===== config.mk =====
export PLATFORM = sky130hd
export DESIGN_NAME = ysyx_24100005_wb_arbiter
export DESIGN_NICKNAME = d
export VERILOG_FILES = /design/src/rtl/ysyx_24100005_wb_arbiter.sv
export SDC_FILE = /design/constraint.sdc
export NUM_CORES = 1
export LEC_CHECK = 0
export CELL_PAD_IN_SITES_DETAIL_PLACEMENT = 0
export CELL_PAD_IN_SITES_GLOBAL_PLACEMENT = 1
export CORE_AREA = 2 2 109 111
export CTS_CLUSTER_DIAMETER = 100
export DETAILED_ROUTE_END_ITERATION = 7
export DIE_AREA = 0 0 111 113
export GPL_TIMING_DRIVEN = 0
export PLACE_DENSITY = 0.9
export SLEW_MARGIN = 20
export SYNTH_ARGS = -nofsm -noshare
export SYNTH_HDL_FRONTEND = slang
export SYNTH_SLANG_ARGS = --single-unit

===== constraint.sdc =====
create_clock -name clk -period 4.31 [get_ports clk]
set_input_delay 0.862 -clock clk [delete_from_list [all_inputs] [get_ports clk]]
set_output_delay 0.862 -clock clk [all_outputs]
set_load 0.05 [all_outputs]

===== src/rtl/ysyx_24100005_wb_arbiter.sv =====
// rtl/ysyx_24100005_wb_arbiter.sv - write-back arbiter and register scoreboard
//
// Shares the register file's single write port between two producers with
// round-robin valid/ready arbitration, registers the winning write, and keeps
// a per-register busy scoreboard so decode can stall on RAW/WAW hazards.
//
// Ports:
//   clk, rst                     clock, synchronous active-high reset
//   req0_valid/ready/rd/data     EXU write-back request
//   req1_valid/ready/rd/data     LSU write-back request
//   iss_valid, iss_rd, iss_ready decode issue of an instruction with a destination
//   rs1addr/rs1_busy             source 1 pending-write query
//   rs2addr/rs2_busy             source 2 pending-write query
//   rf_wen, rf_waddr, rf_wdata   registered register-file write port
module ysyx_24100005_wb_arbiter #(
  parameter int ADDR_WIDTH = 5,
  parameter int DATA_WIDTH = 32
) (
  input  logic                  clk,
  input  logic                  rst,
  input  logic                  req0_valid,
  output logic                  req0_ready,
  input  logic [ADDR_WIDTH-1:0] req0_rd,
  input  logic [DATA_WIDTH-1:0] req0_data,
  input  logic                  req1_valid,
  output logic                  req1_ready,
  input  logic [ADDR_WIDTH-1:0] req1_rd,
  input  logic [DATA_WIDTH-1:0] req1_data,
  input  logic                  iss_valid,
  input  logic [ADDR_WIDTH-1:0] iss_rd,
  output logic                  iss_ready,
  input  logic [ADDR_WIDTH-1:0] rs1addr,
  input  logic [ADDR_WIDTH-1:0] rs2addr,
  output logic                  rs1_busy,
  output logic                  rs2_busy,
  output logic                  rf_wen,
  output logic [ADDR_WIDTH-1:0] rf_waddr,
  output logic [DATA_WIDTH-1:0] rf_wdata
);

  localparam int NREG = 1 << ADDR_WIDTH;

  // last_grant: 0 = req0 won most recently, 1 = req1 won most recently.
  logic            last_grant;
  logic [NREG-1:0] busy;
  logic [NREG-1:0] busy_next;
  logic            grant0;
  logic            grant1;

  // Round-robin: a lone requester always wins; on contention the one that
  // did not win last time goes first.
  always_comb begin
    grant0 = req0_valid && (!req1_valid || last_grant);
    grant1 = req1_valid && (!req0_valid || !last_grant);
  end

  assign req0_ready = grant0;
  assign req1_ready = grant1;

  assign iss_ready = (iss_rd == '0) || !busy[iss_rd];
  assign rs1_busy  = busy[rs1addr];
  assign rs2_busy  = busy[rs2addr];

  always_ff @(posedge clk) begin
    if (rst) begin
      last_grant <= 1'b1;
      rf_wen     <= 1'b0;
      rf_waddr   <= '0;
      rf_wdata   <= '0;
    end else if (grant0) begin
      last_grant <= 1'b0;
      rf_wen     <= (req0_rd != '0);
      rf_waddr   <= req0_rd;
      rf_wdata   <= req0_data;
    end else if (grant1) begin
      last_grant <= 1'b1;
      rf_wen     <= (req1_rd != '0);
      rf_waddr   <= req1_rd;
      rf_wdata   <= req1_data;
    end else begin
      rf_wen     <= 1'b0;
    end
  end

  // Clear on the edge the register file commits, then apply a new issue so
  // that a same-edge set of the same index wins over the clear.
  always_comb begin
    busy_next = busy;
    if (rf_wen) begin
      busy_next[rf_waddr] = 1'b0;
    end
    if (iss_valid && iss_ready && (iss_rd != '0)) begin
      busy_next[iss_rd] = 1'b1;
    end
    busy_next[0] = 1'b0;
  end

  always_ff @(posedge clk) begin
    if (rst) begin
      busy <= '0;
    end else begin
      busy <= busy_next;
    end
  end

endmodule


Yosys cells after proc, flatten, opt, wreduce, memory -nomap -nowiden

Index checks and enable logic that the tools add are counted.

Bitwise operators: 3
Muxes and demuxes: 20
Reductions and logical operators: 18
$lt $le $gt $ge: 6

Operator list:

| kind                                                              | number |
|---|---|
| two-way mux 32 bit                                                | 4 |
| bitwise AND 32 bit                                                | 1 |
| NOT 32 bit                                                        | 1 |
| bitwise OR 32 bit                                                 | 1 |
| less-than comparator 5 x 6 -> 1 bit, second input constant        | 4 |
| binary-select mux 1 bit (select 5 bit)                            | 3 |
| nonzero test 5 bit                                                | 3 |
| demux 1 bit (select 5 bit)                                        | 2 |
| greater-or-equal comparator 5 x 1 -> 1 bit, second input constant | 2 |
| two-way mux 5 bit                                                 | 2 |
| two-way mux 1 bit                                                 | 9 |
| logical AND 1 bit                                                 | 6 |
| logical NOT 5 bit                                                 | 1 |
| logical NOT 1 bit                                                 | 4 |
| logical OR 1 bit                                                  | 3 |
| nonzero test 2 bit                                                | 1 |

Input bits: 94
Output and inout bits: 43
Register bits after elaboration: 71
Logic and storage cells: 53

Logic depth before layout (Yosys ltp)

Gate-level depths: netlist (run 1).

Word-level depth: 9
Gate-level depth with buffers: 8
Mapped depth without buffers: 5

Worst setup path after synthesis (run 1)

No wires, ideal clock.

Kind: input port to output port
Start point: input rs1addr[0]
End point: output rs1_busy
Path buffers: 1
Data arrival time: 2673 ps
Slack: 775 ps
Data required time: 3448 ps
Stages on the path: 4
Cells stage by stage: clkbuf_1 > mux4_2 > mux4_2 > mux2_2

Cells in the longest elaborated chain, start to end: 2

Ends and longest elaborated chain:

| element                                 | RTL line | source |
|---|---|---|
| start, declared                         | 32       | `input logic [ADDR_WIDTH-1:0] rs1addr,` |
| binary-select mux 1 bit (select 5 bit)  | 61       | `assign rs1_busy = busy[rs1addr];` |
| two-way mux 1 bit (implied by the code) | 61       |  |
| end, declared                           | 34       | `output logic rs1_busy,` |

Every way passes these cells. The select of a mux whose other input is x is not followed.

Worst setup path after layout (run 1)

Start point: input rs2addr[0]
End point: output rs2_busy

Cells in the longest elaborated chain, start to end: 2

Ends and longest elaborated chain:

| element                                 | RTL line | source |
|---|---|---|
| start, declared                         | 33       | `input logic [ADDR_WIDTH-1:0] rs2addr,` |
| binary-select mux 1 bit (select 5 bit)  | 62       | `assign rs2_busy = busy[rs2addr];` |
| two-way mux 1 bit (implied by the code) | 62       |  |
| end, declared                           | 35       | `output logic rs2_busy,` |

Every way passes these cells. The select of a mux whose other input is x is not followed.

==> results of run 1 <==
## per-stage QoR
stage	instance area, um^2	cells	setup TNS, ns
2_1_floorplan	3900	455	0
3_3_place_gp	5360	726	0
3_5_place_dp	5360	726	-0.0235
4_1_cts	5640	742	0
5_1_grt	5640	742	0
6_report	5640	742	0
## cells by family (layout without fill, tap and decap cells)
| kind of cell | after synthesis | after routing | share of synthesized area |
|---|---|---|---|
| AND/OR/NAND/NOR | 240 | 240 | 0.292 |
| AO/OA/AOI/OAI | 67 | 67 | 0.135 |
| multiplexers | 37 | 37 | 0.165 |
| buffers and inverters | 41 | 185 | 0.0478 |
| flip-flops | 70 | 70 | 0.360 |
## per-layer routing
layer / GRT usage / wire (um) / vias up
met5: 0 / 0 / -
met1: 0.235 / 4850 / 1865
li1: - / - / 1933
met2: 0.348 / 6120 / 188
met4: 0.0600 / 206 / 0
met3: 0.0948 / 1440 / 16
## final cells by class
class                      instances  area [um^2]
buffer                            36          170
clock buffer                      13          260
clock inverter                     3         18.8
fill                            1075         5630
inverter                           5         18.8
multi-input combinational        344         2310
sequential                        70         1400
tap                              143          179
timing repair buffer             128         1280
## worst min path at each step
stage                                          from                         to  slack (ns)  depth (start not counted)
final                      rf_wdata[2]$_SDFFE_PP0P_   rf_wdata[2]$_SDFFE_PP0P_        0.49                          2
after global routing       rf_wdata[3]$_SDFFE_PP0P_   rf_wdata[3]$_SDFFE_PP0P_        0.52                          2
after CTS                  rf_wdata[2]$_SDFFE_PP0P_   rf_wdata[2]$_SDFFE_PP0P_        0.50                          2
after detailed placement  rf_wdata[18]$_SDFFE_PP0P_  rf_wdata[18]$_SDFFE_PP0P_        0.49                          2
after global placement          busy[10]$_SDFF_PP0_        busy[10]$_SDFF_PP0_        0.48                          2
after floorplan                  busy[6]$_SDFF_PP0_         busy[6]$_SDFF_PP0_        0.47                          2
## repair_timing
item	in CTS	in global routing
setup endpoints to repair	2	1
buffers inserted	0	0
hold endpoints to repair	0	0
hold buffers	0	0
resized for setup	2	1
## state kept, by name, indices dropped and copies added, names as in the netlist
name        count
rf_waddr        5
rf_wen          1
last_grant      1
rf_wdata       32
busy           31
## power breakdown
part,switching [mW],total [mW],internal (mW)
combinational,0.260,0.446,0.185
sequential,0.0241,0.707,0.683
clock,0.276,0.696,0.420
## layout by cell type, fill, tap and decap left out, drive strengths merged, types with 3 or more instances in the layout
master and instances:
dfxtp 70, nand3b 3, mux2i 8, nor3 4
nor3b 10, buf 10, nor2 108, and3b 3
a2111oi 4, mux2 8, clkdlybuf4s50 127, mux4 21
or2 3, clkinv 3, clkbuf 39, and3 7
nand2 47, inv 5, a32o 7, nor4 34
nand3 10, a21oi 6, o211ai 17, o21ai 28
## worst max-delay path, cell delays in order
cell and delay, ns:
clkbuf_2 0.27, mux4_2 0.58, mux4_2 0.46, mux2_2 0.27, clkdlybuf4s50_1 0.70
==> out/summary.txt, run 1 <==
Routed WL per cell -> 17.0 um
DRC viols -> 0
Core ar. -> 0.0113 mm^2
Post-synth EDFFs -> 0
drt total wl -> 12.6 mm
DR pass1 iterations -> 5
final setup margin -> 0.289 ns
setup-violating endpoint count in the final report -> 0
routed vias/inst -> 5.39
Synth async-reset ratio -> 0
Period minus WS final -> 4.02 ns
R2R Path Start -> busy[15]$_SDFF_PP0_
Hold Fails Final Rpt -> 0
Cell variety after synth -> 37
# IOs -> 137
CTS tree -> done
clock slew seen by the registers of the worst setup and hold paths -> 0.05 ns
Post-Syn Instances -> 455
GP Congestion -> 0.929
proportion of layout cells with a drive suffix above 1 -> 0.129
worst-case reg-to-reg path depth -> 6
pin count of the biggest net entering global routing -> 12
class of the worst hold path -> flip-flop to flip-flop
most frequent cells after synthesis -> nor2_1 (108), dfxtp_1 (70), nand2_1 (47)
CTS sink count -> 70
Max Cap Viol -> 0
RSZ-0062 raised after global routing -> no
GRT Residual Overflow -> 0
Area Overhead vs Synth -> 44.8%
Yosys top cell area share -> 0.360
Setup Skew -> 0.00953 ns
critical path required time -> 3.45 ns
Seq/Total Area, Yosys -> 0.360
Place WS -> -0.0189 ns
Pwr Density -> 328 mW/mm^2
Rows -> 39
critical path capture point -> rs2_busy
Max transition margin -> 0.194
Clock Path Buffers -> 2
DP Wirelength -> 9.93 mm
initial drt markers -> 152
Post-synth top flop -> dfxtp_1
hold slack -> 0.494 ns
reg-to-reg endpoint -> busy[10]$_SDFF_PP0_
total CTS buffers -> 9
final core occ -> 0.501
outcome -> completed
H-tree depth -> 3
Static Leak -> 2.08 nW
Max Clock Freq -> 0.249 GHz
Slew @ Worst Pin -> 1.20 ns
Mapped Area -> 0.00390 mm^2
gr usage total -> 0.206
Worst setup SP type -> input pin
Initial Util -> 0.346
Die H -> 113 um
die area -> 0.0125 mm^2
Worst-Skew Late Latency -> 0.33 ns
Worst Setup End Kind -> primary output
first-pass GRT wire length -> 20.7 mm
initial antenna violation count -> 0
vias after detailed routing -> 4002
Syn Nets -> 549
Seq cells post-synth -> 70
VDD IR max -> 0.000173 V
slack of the worst reg-to-reg path -> 2.25 ns
Mapped Avg Cell Area -> 8.57 um^2
DRT antenna net count -> 0
Root Driver -> clkbuf_16
Total Nets Final -> 688
most frequent cell after synthesis -> nor2_1
Design Power -> 1.85 mW
diode count -> 0
Worst Setup SP -> rs2addr[0]
ranking of synthesized cells by area -> dfxtp_1 (36%), mux4_2 (12%), nor2_1 (10%)
area leader, netlist -> dfxtp_1
critical path arrival -> 3.16 ns
Synthesis Warnings -> 0
Final Max Slew Viols -> 0
crit path kind -> input pin to primary output
IO buf count -> 128
vias in the first global route -> 4186
die width -> 111 um
CP Max Fanout -> 9
final period utilization -> 0.933
No activity file was read; power rests on OpenSTA's default activity.
==> run 2, diff against run 1 <==
--- a/config.mk
+++ b/config.mk
@@ -11,8 +11,10 @@
 export CTS_CLUSTER_DIAMETER = 100
 export DETAILED_ROUTE_END_ITERATION = 7
 export DIE_AREA = 0 0 111 113
+export GPL_ROUTABILITY_DRIVEN = 0
 export GPL_TIMING_DRIVEN = 0
 export PLACE_DENSITY = 0.9
+export RECOVER_POWER = 50
 export SLEW_MARGIN = 20
 export SYNTH_ARGS = -nofsm -noshare
 export SYNTH_HDL_FRONTEND = slang
==> run 2 against run 1 <==
Compared with the run above: via count increased by 0.50%; combinational power decreased by 2%; fmax about the same; global-route usage unchanged; count of clock-buffer cells in the layout unchanged; largest cell class unchanged; highest routed layer unchanged.
==> out/summary.txt, run 2 (same netlist as run 1, synthesis figures left out) <==
DP Wirelength -> 9.93 mm
setup TNS -> 0 ns
crit-path max cell delay -> 0.70 ns
RSZ-0062 raised after global routing -> no
CTS sink count -> 70
Hold Crit Depth -> 2
Sequential Power Share -> 0.385
proportion of layout cells with a drive suffix above 1 -> 0.129
Pint -> 1.28 mW
CTS tree -> done
clock slew seen by the registers of the worst setup and hold paths -> 0.05 ns
Design Power -> 1.83 mW
initial drt markers -> 156
Root Driver -> clkbuf_16
first-pass GRT wire length -> 20.7 mm
critical path, cell by cell -> clkbuf_2 -> mux4_2 -> mux4_2 -> mux2_2 -> clkdlybuf4s50_1
number of flip-flops in the largest register -> 32
Worst setup SP type -> input pin
Crit. path cell count -> 5
most flop-heavy register -> rf_wdata
CP Max Fanout -> 9
Setup Skew -> 0.00855 ns
Static Leak -> 2.15 nW
DRC viols -> 0
Max transition margin -> 0.226
Pwr Density -> 325 mW/mm^2
diode count -> 0
vias in the first global route -> 4186
hold_buf cts -> 0
critical path capture point -> rs2_busy
Post-CTS Setup Repair Bufs -> 0
Total Nets Final -> 688
H-tree depth -> 3
commonest non-fill, non-tap cells in the layout -> nor2_1 (108), clkdlybuf4s50_1 (90), dfxtp_1 (70)
Layout Cells excl Fill -> 742
placed cells -> 726
# IOs -> 137
commonest non-fill, non-tap cell in the layout -> nor2_1
Clock Path Buffers -> 2
Hold Fails Final Rpt -> 0
Post-DP Area -> 0.00536 mm^2
class of the worst hold path -> flip-flop to flip-flop
Max Clock Freq -> 0.249 GHz
setup-violating endpoint count in the final report -> 0
total CTS buffers -> 9
outcome -> completed
Rows -> 39
Crit path buffers/inverters -> 2
Max Cap Viol -> 0
VDD IR max -> 0.000171 V
Clk pwr share -> 0.378
critical path required time -> 3.45 ns
Die H -> 113 um
Switch Pwr -> 556 uW
drt total wl -> 12.6 mm
slack of the worst reg-to-reg path -> 2.25 ns
fillcell total -> 1075
CP most frequent cell -> mux4_2
Core ar. -> 0.0113 mm^2
Final Max Slew Viols -> 0
initial antenna violation count -> 0
hold slack -> 0.492 ns
Period minus WS final -> 4.02 ns
reg-to-reg endpoint -> busy[10]$_SDFF_PP0_
DR pass1 iterations -> 5
Routed WL per cell -> 17.0 um
die width -> 111 um
Area Overhead vs Synth -> 44.8%
worst-case reg-to-reg path depth -> 6
Worst path top cell family by delay -> multiplexers
top flop regs -> rf_wdata (32), busy (31), rf_waddr (5)
DRT antenna net count -> 0
vias after detailed routing -> 4022
Worst Setup SP -> rs2addr[0]
routed vias/inst -> 5.42
GRT Residual Overflow -> 0
R2R Path Start -> busy[15]$_SDFF_PP0_
IO buf count -> 128
slowest CP cell -> clkdlybuf4s50_1
die area -> 0.0125 mm^2
Worst-Skew Late Latency -> 0.33 ns
final period utilization -> 0.933
Comb power frac -> 0.238
pin count of the biggest net entering global routing -> 12
fin area -> 0.00564 mm^2
gr usage total -> 0.206
Slew @ Worst Pin -> 1.15 ns
crit path kind -> input pin to primary output
Initial Util -> 0.346
Worst Setup End Kind -> primary output
critical path arrival -> 3.16 ns
sw frac -> 0.303
## run 2: cell count changes in the layout (fill, tap and decap cells not counted)
cell,previous run,this run
buf_1,4,2
clkdlybuf4s50_1,127,90
clkbuf_1,26,28
dlygate4sd3_1,0,37
## run 2: worst reg2reg max path: cells and delay by family, from the launching register on
kind	cells	cell delay, ns
mux	1	0.47
compound gates	3	0.65
flops	1	0.34
buf+inv	1	0.26
simple gates	1	0.28
## run 2: per-stage QoR
stage | setup slack (ns) | utilization
after floorplan | 0.775 | -
final | 0.289 | 0.501
after global routing | 0.187 | 0.501
after detailed placement | -0.0189 | 0.475
after CTS | 0.0527 | 0.500
after global placement | 0.00487 | 0.475
## run 2: worst min-delay path by stage
stage                               from                   endpoint
2_1_floorplan         busy[6]$_SDFF_PP0_         busy[6]$_SDFF_PP0_
3_3_place_gp         busy[10]$_SDFF_PP0_        busy[10]$_SDFF_PP0_
3_5_place_dp   rf_wdata[18]$_SDFFE_PP0P_  rf_wdata[18]$_SDFFE_PP0P_
4_1_cts         rf_wdata[2]$_SDFFE_PP0P_   rf_wdata[2]$_SDFFE_PP0P_
5_1_grt         rf_wdata[3]$_SDFFE_PP0P_   rf_wdata[3]$_SDFFE_PP0P_
6_report        rf_wdata[2]$_SDFFE_PP0P_   rf_wdata[2]$_SDFFE_PP0P_
## run 2: routing by layer
metal	global-route usage	up-vias	part of all wire
met3	0.0948	11	0.11
met2	0.348	188	0.49
met1	0.235	1887	0.38
met5	0	-	0
li1	-	1936	-
met4	0.0600	0	0.012
## run 2: power by group through the flow
stage,Clock [mW],Combinational [mW],Sequential (mW)
floorplan,0,0.150,0.822
global placement,0,0.444,0.719
detailed placement,0,0.447,0.721
CTS,0.713,0.449,0.707
global route,0.744,0.467,0.710
finish,0.693,0.436,0.705
## run 2: repair_timing
action,in CTS,in global routing
cloned,0,0
gates resized for setup,2,1
setup endpoints to repair,2,1
## run 2: final cells by class
type                       instances  area (um^2)  area share
timing repair buffer             128         1280       0.228
sequential                        70         1400       0.248
multi-input combinational        344         2310       0.409
clock inverter                     3         18.8     0.00333
clock buffer                      13          260      0.0461
tap                              143          179      0.0317
inverter                           5         18.8     0.00333
buffer                            36          170      0.0302
==> run 3, diff against run 2 <==
==> constraint.sdc (replaced) <==
create_clock -name clk -period 5 [get_ports clk]
set_input_delay 1 -clock clk [delete_from_list [all_inputs] [get_ports clk]]
set_output_delay 1 -clock clk [all_outputs]
set_load 0.05 [all_outputs]
==> run 3 against run 2 <==
Compared with the run above: non-clock buffer count unchanged; core utilization about the same; setup slack better by 0.15 ns; sequential power down 14%; first-iteration DRC count is 3.8% higher; via count shrank 0.25%; global-route usage did not move; sequential share of layout area about the same; routed wire length down 0.21%; highest routed layer unchanged; total power decreased by 14%; final cell count unchanged.
==> out/summary.txt, run 3 (same netlist as run 1, synthesis figures left out) <==
outcome -> completed
RSZ-0062 raised after global routing -> no
vias in the first global route -> 4186
Routed WL per cell -> 16.9 um
Rows -> 39
# IOs -> 137
total CTS buffers -> 9
IO buf count -> 128
commonest non-fill, non-tap cell in the layout -> nor2_1
Core ar. -> 0.0113 mm^2
top flop regs -> rf_wdata (32), busy (31), rf_waddr (5)
clock slew seen by the registers of the worst setup and hold paths -> 0.05 ns
vias after detailed routing -> 4012
die area -> 0.0125 mm^2
CTS sink count -> 70
placed cells -> 726
drt total wl -> 12.6 mm
most crowded layer after global routing -> met2
commonest non-fill, non-tap cells in the layout -> nor2_1 (108), clkdlybuf4s50_1 (91), dfxtp_1 (70)
Worst Setup End Kind -> primary output
Post-CTS Setup Repair Bufs -> 0
critical path required time -> 4.00 ns
Worst-Skew Late Latency -> 0.33 ns
diode count -> 0
Die H -> 113 um
Static Leak -> 2.14 nW
gr usage total -> 0.206
Layout Cells excl Fill -> 742
slack of the worst reg-to-reg path -> 2.95 ns
met2 GRT Util -> 0.348
setup TNS -> 0 ns
number of flip-flops in the largest register -> 32
DRC viols -> 0
initial antenna violation count -> 0
R2R Path Start -> busy[15]$_SDFF_PP0_
Setup Skew -> 0.00904 ns
met1 usage -> 0.235
CTS tree -> done
DP Wirelength -> 9.93 mm
reg-to-reg endpoint -> busy[10]$_SDFF_PP0_
VDD IR max -> 0.000147 V
routed vias/inst -> 5.41
class of the worst hold path -> flip-flop to flip-flop
Pwr Density -> 281 mW/mm^2
hold_buf cts -> 0
Period minus WS final -> 4.56 ns
Area Overhead vs Synth -> 44.6%
Hold Crit Start -> rf_wdata[2]$_SDFFE_PP0P_
Max Clock Freq -> 0.219 GHz
die width -> 111 um
pin count of the biggest net entering global routing -> 12
Hold Crit Depth -> 2
setup-violating endpoint count in the final report -> 0
DRT antenna net count -> 0
Max transition margin -> 0.219
Total Nets Final -> 688
Initial Util -> 0.346
met3 Usage GRT -> 0.0948
Clock Path Buffers -> 2
Slew @ Worst Pin -> 1.16 ns
initial drt markers -> 162
crit path kind -> input pin to primary output
first-pass GRT wire length -> 20.7 mm
CP Max Fanout -> 10
proportion of layout cells with a drive suffix above 1 -> 0.125
most flop-heavy register -> rf_wdata
Hold Path End -> rf_wdata[2]$_SDFFE_PP0P_
H-tree depth -> 3
Hold Fails Final Rpt -> 0
final period utilization -> 0.913
critical path arrival -> 3.56 ns
DR pass1 iterations -> 4
Final Max Slew Viols -> 0
Max Cap Viol -> 0
GRT Residual Overflow -> 0
Root Driver -> clkbuf_16
post_cts resized -> 0
worst-case reg-to-reg path depth -> 6
Worst setup SP type -> input pin
run 3: cell count changes in the layout (fill, tap and decap cells not counted):
cell,change
clkbuf_1,+2
clkbuf_2,-2
clkdlybuf4s50_1,+1
dlymetal6s2s_1,-1
run 3: per-layer routing:
layer	vias up	wire length, um
met1	1870	4820
li1	1935	-
met2	190	6100
met4	0	222
met5	-	0
met3	17	1420
run 3: cell type report:
cell class                      instances  area [um^2]
Buffer                                 36          168
Fill cell                            1073         5640
Timing Repair Buffer                  128         1280
Clock buffer                           13          260
Sequential cell                        70         1400
Inverter                                5         18.8
Clock inverter                          3         18.8
Tap cell                              143          179
Multi-Input combinational cell        344         2310
run 3: stage by stage:
stage	setup WS [ns]	hold slack, ns	cell area, um^2	power (mW)	util
3_5_place_dp	0.395	0.491	5360	1.01	0.475
2_1_floorplan	1.19	0.466	3900	0.838	-
4_1_cts	0.395	0.498	5640	1.61	0.500
3_3_place_gp	0.419	0.478	5360	1.00	0.475
5_1_grt	0.274	0.517	5640	1.66	0.500
6_report	0.435	0.492	5640	1.58	0.500
run 3: where the power goes:
part           switching, mW  internal (mW)  total [mW]
clock network          0.236          0.362       0.598
logic                  0.224          0.151       0.375
registers             0.0195          0.588       0.608
run 3: how the worst max path moves through the flow:
stage,start,end,slack [ns],cells past startpoint
2_1_floorplan,rs1addr[0],rs1_busy,1.19,4
3_3_place_gp,rs2addr[0],rs2_busy,0.42,5
3_5_place_dp,rs1addr[0],rs1_busy,0.40,5
4_1_cts,rs1addr[0],rs1_busy,0.40,5
5_1_grt,rs2addr[0],rs2_busy,0.27,5
6_report,iss_rd[4],iss_ready,0.44,7
run 3: critical path, cell delays in order:
cell             delay (ns)
clkdlybuf4s50_1        0.51
clkbuf_1               0.25
and3b_1                0.30
a22o_1                 0.21
a221oi_2               0.25
and4_1                 0.23
clkdlybuf4s50_1        0.80
